===== config.mk =====
export PLATFORM = sky130hd
export DESIGN_NAME = port_reset_sequencer
export DESIGN_NICKNAME = d
export VERILOG_FILES = /design/src/rtl/port_reset_sequencer.sv
export SDC_FILE = /design/constraint.sdc
export NUM_CORES = 1
export LEC_CHECK = 0
export BUFFER_PORTS_ARGS = -buffer_cell sky130_fd_sc_hd__buf_4
export CORE_UTILIZATION = 40
export CTS_CLUSTER_SIZE = 25
export DETAILED_ROUTE_END_ITERATION = 6
export GPL_TIMING_DRIVEN = 0
export MAX_ROUTING_LAYER = met4
export PLACE_DENSITY = 0.63
export SLEW_MARGIN = 10
export SYNTH_ARGS = -nofsm -noshare
export SYNTH_HDL_FRONTEND = slang
export SYNTH_SLANG_ARGS = --single-unit

===== constraint.sdc =====
create_clock -name i_clk -period 4.2 [get_ports i_clk]
set_input_delay 0.42 -clock i_clk [delete_from_list [all_inputs] [get_ports i_clk]]
set_output_delay 0.42 -clock i_clk [all_outputs]
set_load 0.05 [all_outputs]

===== src/rtl/port_reset_sequencer.sv =====
// Per-port reset sequencer: holds all ports after global reset, releases enabled ports
// one at a time in index order gated on lock, then re-resets single ports on lock loss or request.
module port_reset_sequencer #(
    parameter int NUM_PORTS      = 8,
    parameter int HOLD_CYCLES    = 16,
    parameter int STAGGER_CYCLES = 4,
    parameter int TIMEOUT_CYCLES = 1024
) (
    input  logic                 i_clk,
    input  logic                 i_rst,
    input  logic [NUM_PORTS-1:0] i_lock,
    input  logic [NUM_PORTS-1:0] i_port_en,
    input  logic [NUM_PORTS-1:0] i_soft_rst_req,
    output logic [NUM_PORTS-1:0] o_rst_bus,
    output logic                 o_busy,
    output logic                 o_all_ready,
    output logic [NUM_PORTS-1:0] o_timeout,
    output logic [1:0]           o_dbg_state
);

    typedef enum logic [1:0] {
        S_HOLD    = 2'd0,
        S_RELEASE = 2'd1,
        S_STAGGER = 2'd2,
        S_RUN     = 2'd3
    } state_e;

    localparam int PTR_W  = $clog2(NUM_PORTS + 1);
    localparam int HOLD_W = $clog2(HOLD_CYCLES) + 1;
    localparam int STAG_W = $clog2(STAGGER_CYCLES) + 1;
    localparam int TMO_W  = $clog2(TIMEOUT_CYCLES) + 1;

    localparam logic [HOLD_W-1:0] HOLD_LD = HOLD_W'(HOLD_CYCLES);
    localparam logic [STAG_W-1:0] STAG_LD = STAG_W'(STAGGER_CYCLES - 1);
    localparam logic [TMO_W-1:0]  TMO_LD  = TMO_W'(TIMEOUT_CYCLES);

    state_e                 state_q, state_d;
    logic [PTR_W-1:0]       ptr_q, ptr_d;
    logic [HOLD_W-1:0]      hold_cnt_q, hold_cnt_d;
    logic [STAG_W-1:0]      stag_cnt_q, stag_cnt_d;
    logic [TMO_W-1:0]       tmo_cnt_q, tmo_cnt_d;
    logic [NUM_PORTS-1:0]   sync1_q, slock_q, slock_prev_q;
    logic [NUM_PORTS-1:0]   rst_bus_q, rst_bus_d;
    logic                   busy_q, busy_d;
    logic                   all_ready_q, all_ready_d;
    logic [NUM_PORTS-1:0]   timeout_q, timeout_d;
    logic [NUM_PORTS-1:0]   rec_q, rec_d;
    logic [HOLD_W-1:0]      rec_cnt_q [NUM_PORTS];
    logic [HOLD_W-1:0]      rec_cnt_d [NUM_PORTS];
    logic [NUM_PORTS-1:0]   slot_oh;
    logic                   sel_en, sel_lock, advance;

    always_comb begin
        state_d     = state_q;
        ptr_d       = ptr_q;
        hold_cnt_d  = hold_cnt_q;
        stag_cnt_d  = stag_cnt_q;
        tmo_cnt_d   = tmo_cnt_q;
        rst_bus_d   = rst_bus_q;
        timeout_d   = timeout_q;
        rec_d       = rec_q;
        rec_cnt_d   = rec_cnt_q;
        advance     = 1'b0;
        slot_oh     = '0;
        for (int p = 0; p < NUM_PORTS; p++) begin
            if (ptr_q == PTR_W'(p)) slot_oh[p] = 1'b1;
        end
        sel_en   = |(slot_oh & i_port_en);
        sel_lock = |(slot_oh & slock_q);

        case (state_q)
            S_HOLD: begin
                if (hold_cnt_q <= HOLD_W'(1)) begin
                    state_d   = S_RELEASE;
                    ptr_d     = '0;
                    tmo_cnt_d = TMO_LD;
                end else begin
                    hold_cnt_d = hold_cnt_q - HOLD_W'(1);
                end
            end
            S_RELEASE: begin
                // ptr == NUM_PORTS is the one-cycle hand-off slot after the last port.
                if (ptr_q == PTR_W'(NUM_PORTS)) begin
                    state_d = S_RUN;
                end else if (!sel_en) begin
                    advance = 1'b1;
                end else if (sel_lock) begin
                    rst_bus_d  = rst_bus_q & ~slot_oh;
                    stag_cnt_d = STAG_LD;
                    state_d    = S_STAGGER;
                end else if (tmo_cnt_q <= TMO_W'(1)) begin
                    timeout_d = timeout_q | slot_oh;
                    advance   = 1'b1;
                end else begin
                    tmo_cnt_d = tmo_cnt_q - TMO_W'(1);
                end
            end
            S_STAGGER: begin
                if (stag_cnt_q <= STAG_W'(1)) advance = 1'b1;
                else stag_cnt_d = stag_cnt_q - STAG_W'(1);
            end
            default: begin
                for (int p = 0; p < NUM_PORTS; p++) begin
                    if (i_port_en[p]) begin
                        if ((slock_prev_q[p] && !slock_q[p]) || i_soft_rst_req[p]) begin
                            rst_bus_d[p] = 1'b1;
                            rec_d[p]     = 1'b1;
                            rec_cnt_d[p] = HOLD_LD;
                            if (i_soft_rst_req[p]) timeout_d[p] = 1'b0;
                        end else if (rec_q[p]) begin
                            if (rec_cnt_q[p] != '0) rec_cnt_d[p] = rec_cnt_q[p] - HOLD_W'(1);
                            // Only ports under recovery release, so a timed-out port stays down until requested.
                            if (rec_cnt_q[p] <= HOLD_W'(1) && slock_q[p]) begin
                                rst_bus_d[p] = 1'b0;
                                rec_d[p]     = 1'b0;
                            end
                        end
                    end
                end
            end
        endcase

        if (advance) begin
            ptr_d     = ptr_q + PTR_W'(1);
            tmo_cnt_d = TMO_LD;
            state_d   = S_RELEASE;
        end

        busy_d      = (state_d != S_RUN);
        all_ready_d = (state_d == S_RUN) && (&(~rst_bus_q | ~i_port_en));
    end

    always_ff @(posedge i_clk or posedge i_rst) begin
        if (i_rst) begin
            state_q      <= S_HOLD;
            ptr_q        <= '0;
            hold_cnt_q   <= HOLD_LD;
            stag_cnt_q   <= '0;
            tmo_cnt_q    <= TMO_LD;
            sync1_q      <= '0;
            slock_q      <= '0;
            slock_prev_q <= '0;
            rst_bus_q    <= '1;
            busy_q       <= 1'b1;
            all_ready_q  <= 1'b0;
            timeout_q    <= '0;
            rec_q        <= '0;
            for (int p = 0; p < NUM_PORTS; p++) rec_cnt_q[p] <= '0;
        end else begin
            state_q      <= state_d;
            ptr_q        <= ptr_d;
            hold_cnt_q   <= hold_cnt_d;
            stag_cnt_q   <= stag_cnt_d;
            tmo_cnt_q    <= tmo_cnt_d;
            sync1_q      <= i_lock;
            slock_q      <= sync1_q;
            slock_prev_q <= slock_q;
            rst_bus_q    <= rst_bus_d;
            busy_q       <= busy_d;
            all_ready_q  <= all_ready_d;
            timeout_q    <= timeout_d;
            rec_q        <= rec_d;
            rec_cnt_q    <= rec_cnt_d;
        end
    end

    assign o_rst_bus   = rst_bus_q;
    assign o_busy      = busy_q;
    assign o_all_ready = all_ready_q;
    assign o_timeout   = timeout_q;
    assign o_dbg_state = state_q;

endmodule


==> results.yml <==
critical_path:
  critPathLaunch: "o_dbg_state[1]$_DFF_PP0_"
  r2r_setup_slack_ns: 1.42
  required_ns: 4.51
  start_kind: "flop"
  r2r-end: "rec_cnt_q[34]$_DFFE_PP0P_"
  timing.rr.start: "o_dbg_state[1]$_DFF_PP0_"
  cp.depth: 8
  crit_end: "rec_cnt_q[34]$_DFFE_PP0P_"
  path_class: "reg -> reg"
  critPathMaxFanout: 10
  arrival_ns: 3.09
  cp_top_family: "simple AND/OR/NAND/NOR gates"
  crit_buf_inv: 1
  endpoint_kind: "flop"
  critPathSlowestCell: "ha_1"
  cpMostUsedCell: "nand2_1"
  cpPeakStageDelay_ns: 0.54
  cp_cell_sequence: "ha_1 -> clkbuf_1 -> nand3_1 -> a21oi_1 -> nand2_1 -> or3_1 -> xor2_1 -> nand2_1"
  r2r_cells: 8
floorplan:
  core-area_um2: 15100
  dieArea_um2: 16000
  ioPinCount: 46
  start_util_pct: 40.9
  dieWidth_um: 126
  die-height_um: 126
  rows: 45
logic_synthesis:
  synthTopCellsByArea: "dfrtp_1 42%, ha_1 7.5%, nand2_1 5.2%, dfstp_2 4.7%, xor2_1 3.4%"
  synth_edf_count: 0
  synthCells: 640
  ys_warn_count: 0
  synth_seq_cells: 115
  avgSynthCellArea_um2: 9.68
  ys.flop_type: "dfrtp_1"
  ys_async_sr_fraction_pct: 100
  syn_nets: 703
  yosysTopAreaCellShare_pct: 42.0
  synthDistinctLibCells: 75
  netlist.top_cell.by_area: "dfrtp_1"
  yosysSeqAreaShare_pct: 46.7
  synth_area_um2: 6190
final_layout:
  drive_above_1_share_pct: 18.3
  fin_cells: 905
  final_core_util_pct: 49.0
  area_growth_syn_to_layout_pct: 19.8
  final_nets: 768
  fill_cells: 1366
  final_area_um2: 7420
  antenna_cells: 0
sta:
  final_hold_viol_count: 0
  setup_violations: 0
  slew_violations: 0
  finClkSkew_ns: 0.00496
  fin_crit_ns: 2.78
  holdWs_ns: 0.0161
  fin_ws_ns: 1.42
  maxSlewHeadroom_pct: 57.5
  worstMarginPinSlew_ns: 0.634
  max_freq_mhz: 360
  finalSetupTns_ns: 0
  fin_crit_sh_pct: 66.2
  rsz0062_at_grt: "false"
detailed_routing:
  dr.pass1.iters: 5
  wl_mm: 15.1
  ant_nets: 0
  drc_errors: 0
  vias: 5016
  wl_per_cell_um: 16.7
  drt_iter0_drc: 278
  vias_per_cell: 5.54
clock_network:
  htree_levels: 4
  clock_path_buffers: 2
  cts_resized: 0
  cts_buffers: 17
  clock_latency_ns: 0.42
  cts_tree: "done"
  postCtsHoldBufs: 0
  cts.sink_count: 115
  root_buffer: "clkbuf_16"
  clk_pin_slew_ns: 0.05
  post_cts_buffers: 0
run:
  drv_cap: 0
global_route:
  overflow: 0
  antenna_found_initial: 0
  grt_pass1_wl_mm: 25.2
  grt_pass1_vias: 5049
  track_usage_pct: 20.8
  grt_max_degree: 73
placed_design:
  place_congestion: 0.855
  place_area_um2: 6800
  place_ws_ns: 1.49
  numPortBuffers: 45
  dp.cells: 874
  hpwl_mm: 11.0
hold_path:
  hold_path.class: "in -> async"
status:
  status: "complete, no violations"
power_and_ir_drop:
  ir_worst_vdd_mv: 0.363
  p_total_mw: 5.54
  leakagePower_nw: 3.24
  powerDensity_nw_per_um2: 747
-- worst register-to-register path, stage by stage, from the launching register on --
cell and delay [ns]:
dfrtp_1 0.47, ha_1 0.54, clkbuf_1 0.54, nand3_1 0.16, a21oi_1 0.28, nand2_1 0.15, or3_1 0.33, xor2_1 0.13
nand2_1 0.06
-- worst min path at each step --
stage	start	end	slack [ns]	depth (start not counted)
floorplan	sync1_q[0]$_DFF_PP0_	slock_q[0]$_DFF_PP0_	0.33	0
global placement	sync1_q[1]$_DFF_PP0_	slock_q[1]$_DFF_PP0_	0.33	0
detailed placement	sync1_q[5]$_DFF_PP0_	slock_q[5]$_DFF_PP0_	0.34	0
CTS	i_rst	rec_cnt_q[27]$_DFFE_PP0P_	0.02	2
global route	i_rst	rec_cnt_q[27]$_DFFE_PP0P_	0.03	2
finish	i_rst	rec_cnt_q[27]$_DFFE_PP0P_	0.02	2
-- synth_stat cells (13+ instances only) --
master	n
nand2_1	86
a31oi_1	15
nor2_1	50
xor2_1	24
nand3_1	20
nor3_1	19
ha_1	37
inv_1	39
o21ai_0	34
dfrtp_1	104
a21oi_1	32
or3_1	13
-- sequential cells by signal, indices dropped and copies added, names as in the netlist --
register and count:
slock_prev_q 8, o_rst_bus 8, rec_q 8, o_dbg_state 2, rec_cnt_q 40, o_timeout 8, slock_q 8, sync1_q 8
o_all_ready 1, ptr_q 4, tmo_cnt_q 11, stag_cnt_q 3, o_busy 1, hold_cnt_q 5
-- cell type report --
| cell class | count | area [um2] | share of cell area (%) |
|---|---|---|---|
| flip-flops and latches | 115 | 2890 | 39.0 |
| well taps | 188 | 235 | 3.17 |
| multi-input cells | 471 | 3070 | 41.4 |
| clock buffers | 22 | 494 | 6.66 |
| clock inverters | 9 | 126 | 1.70 |
| inverters | 40 | 155 | 2.09 |
| plain buffers | 14 | 83.8 | 1.13 |
| repair buffers | 46 | 365 | 4.92 |
-- power by group --
group / internal [mW] / switching [mW] / leakage, nW
Combinational: 0.824 / 1.42 / 1.50
Sequential: 1.46 / 0.326 / 1.43
Clock: 1.00 / 0.500 / 0.308
-- cells in the final DEF (no fill, tap or decap), drive strengths merged, types with 3 or more instances in the layout --
master / count
a211o: 3
a21oi: 32
a22oi: 13
a31oi: 15
and3: 4
buf: 54
bufinv: 3
clkbuf: 28
clkinv: 5
dfrtp: 104
dfstp: 11
ha: 37
inv: 40
nand2: 86
nand2b: 11
nand3: 23
nand3b: 4
nand4: 10
nor2: 51
nor3: 21
nor3b: 3
nor4: 3
o2111ai: 3
o211ai: 6
o21ai: 40
o21bai: 5
o31ai: 12
o41ai: 3
or2: 7
or3: 14
or4: 3
xnor2: 7
xor2: 24
-- layer usage --
| layer | track usage [%] | vias to the layer above | part of all wire (%) |
|---|---|---|---|
| li1 | - | 2395 | - |
| met1 | 25.7 | 2470 | 45 |
| met2 | 32.8 | 127 | 48 |
| met3 | 5.82 | 24 | 4.4 |
| met4 | 7.37 | 0 | 2.2 |
| met5 | - | - | 0 |
-- kinds of logic after synthesis --
family | synth area share (%)
fa+ha+maj | 7.47
compound gates | 17.1
flops | 46.7
buf+inv | 3.78
simple gates | 20.3
xor+xnor | 4.38
mux | 0.343
Note: power is estimated with default switching activity, not from simulation.
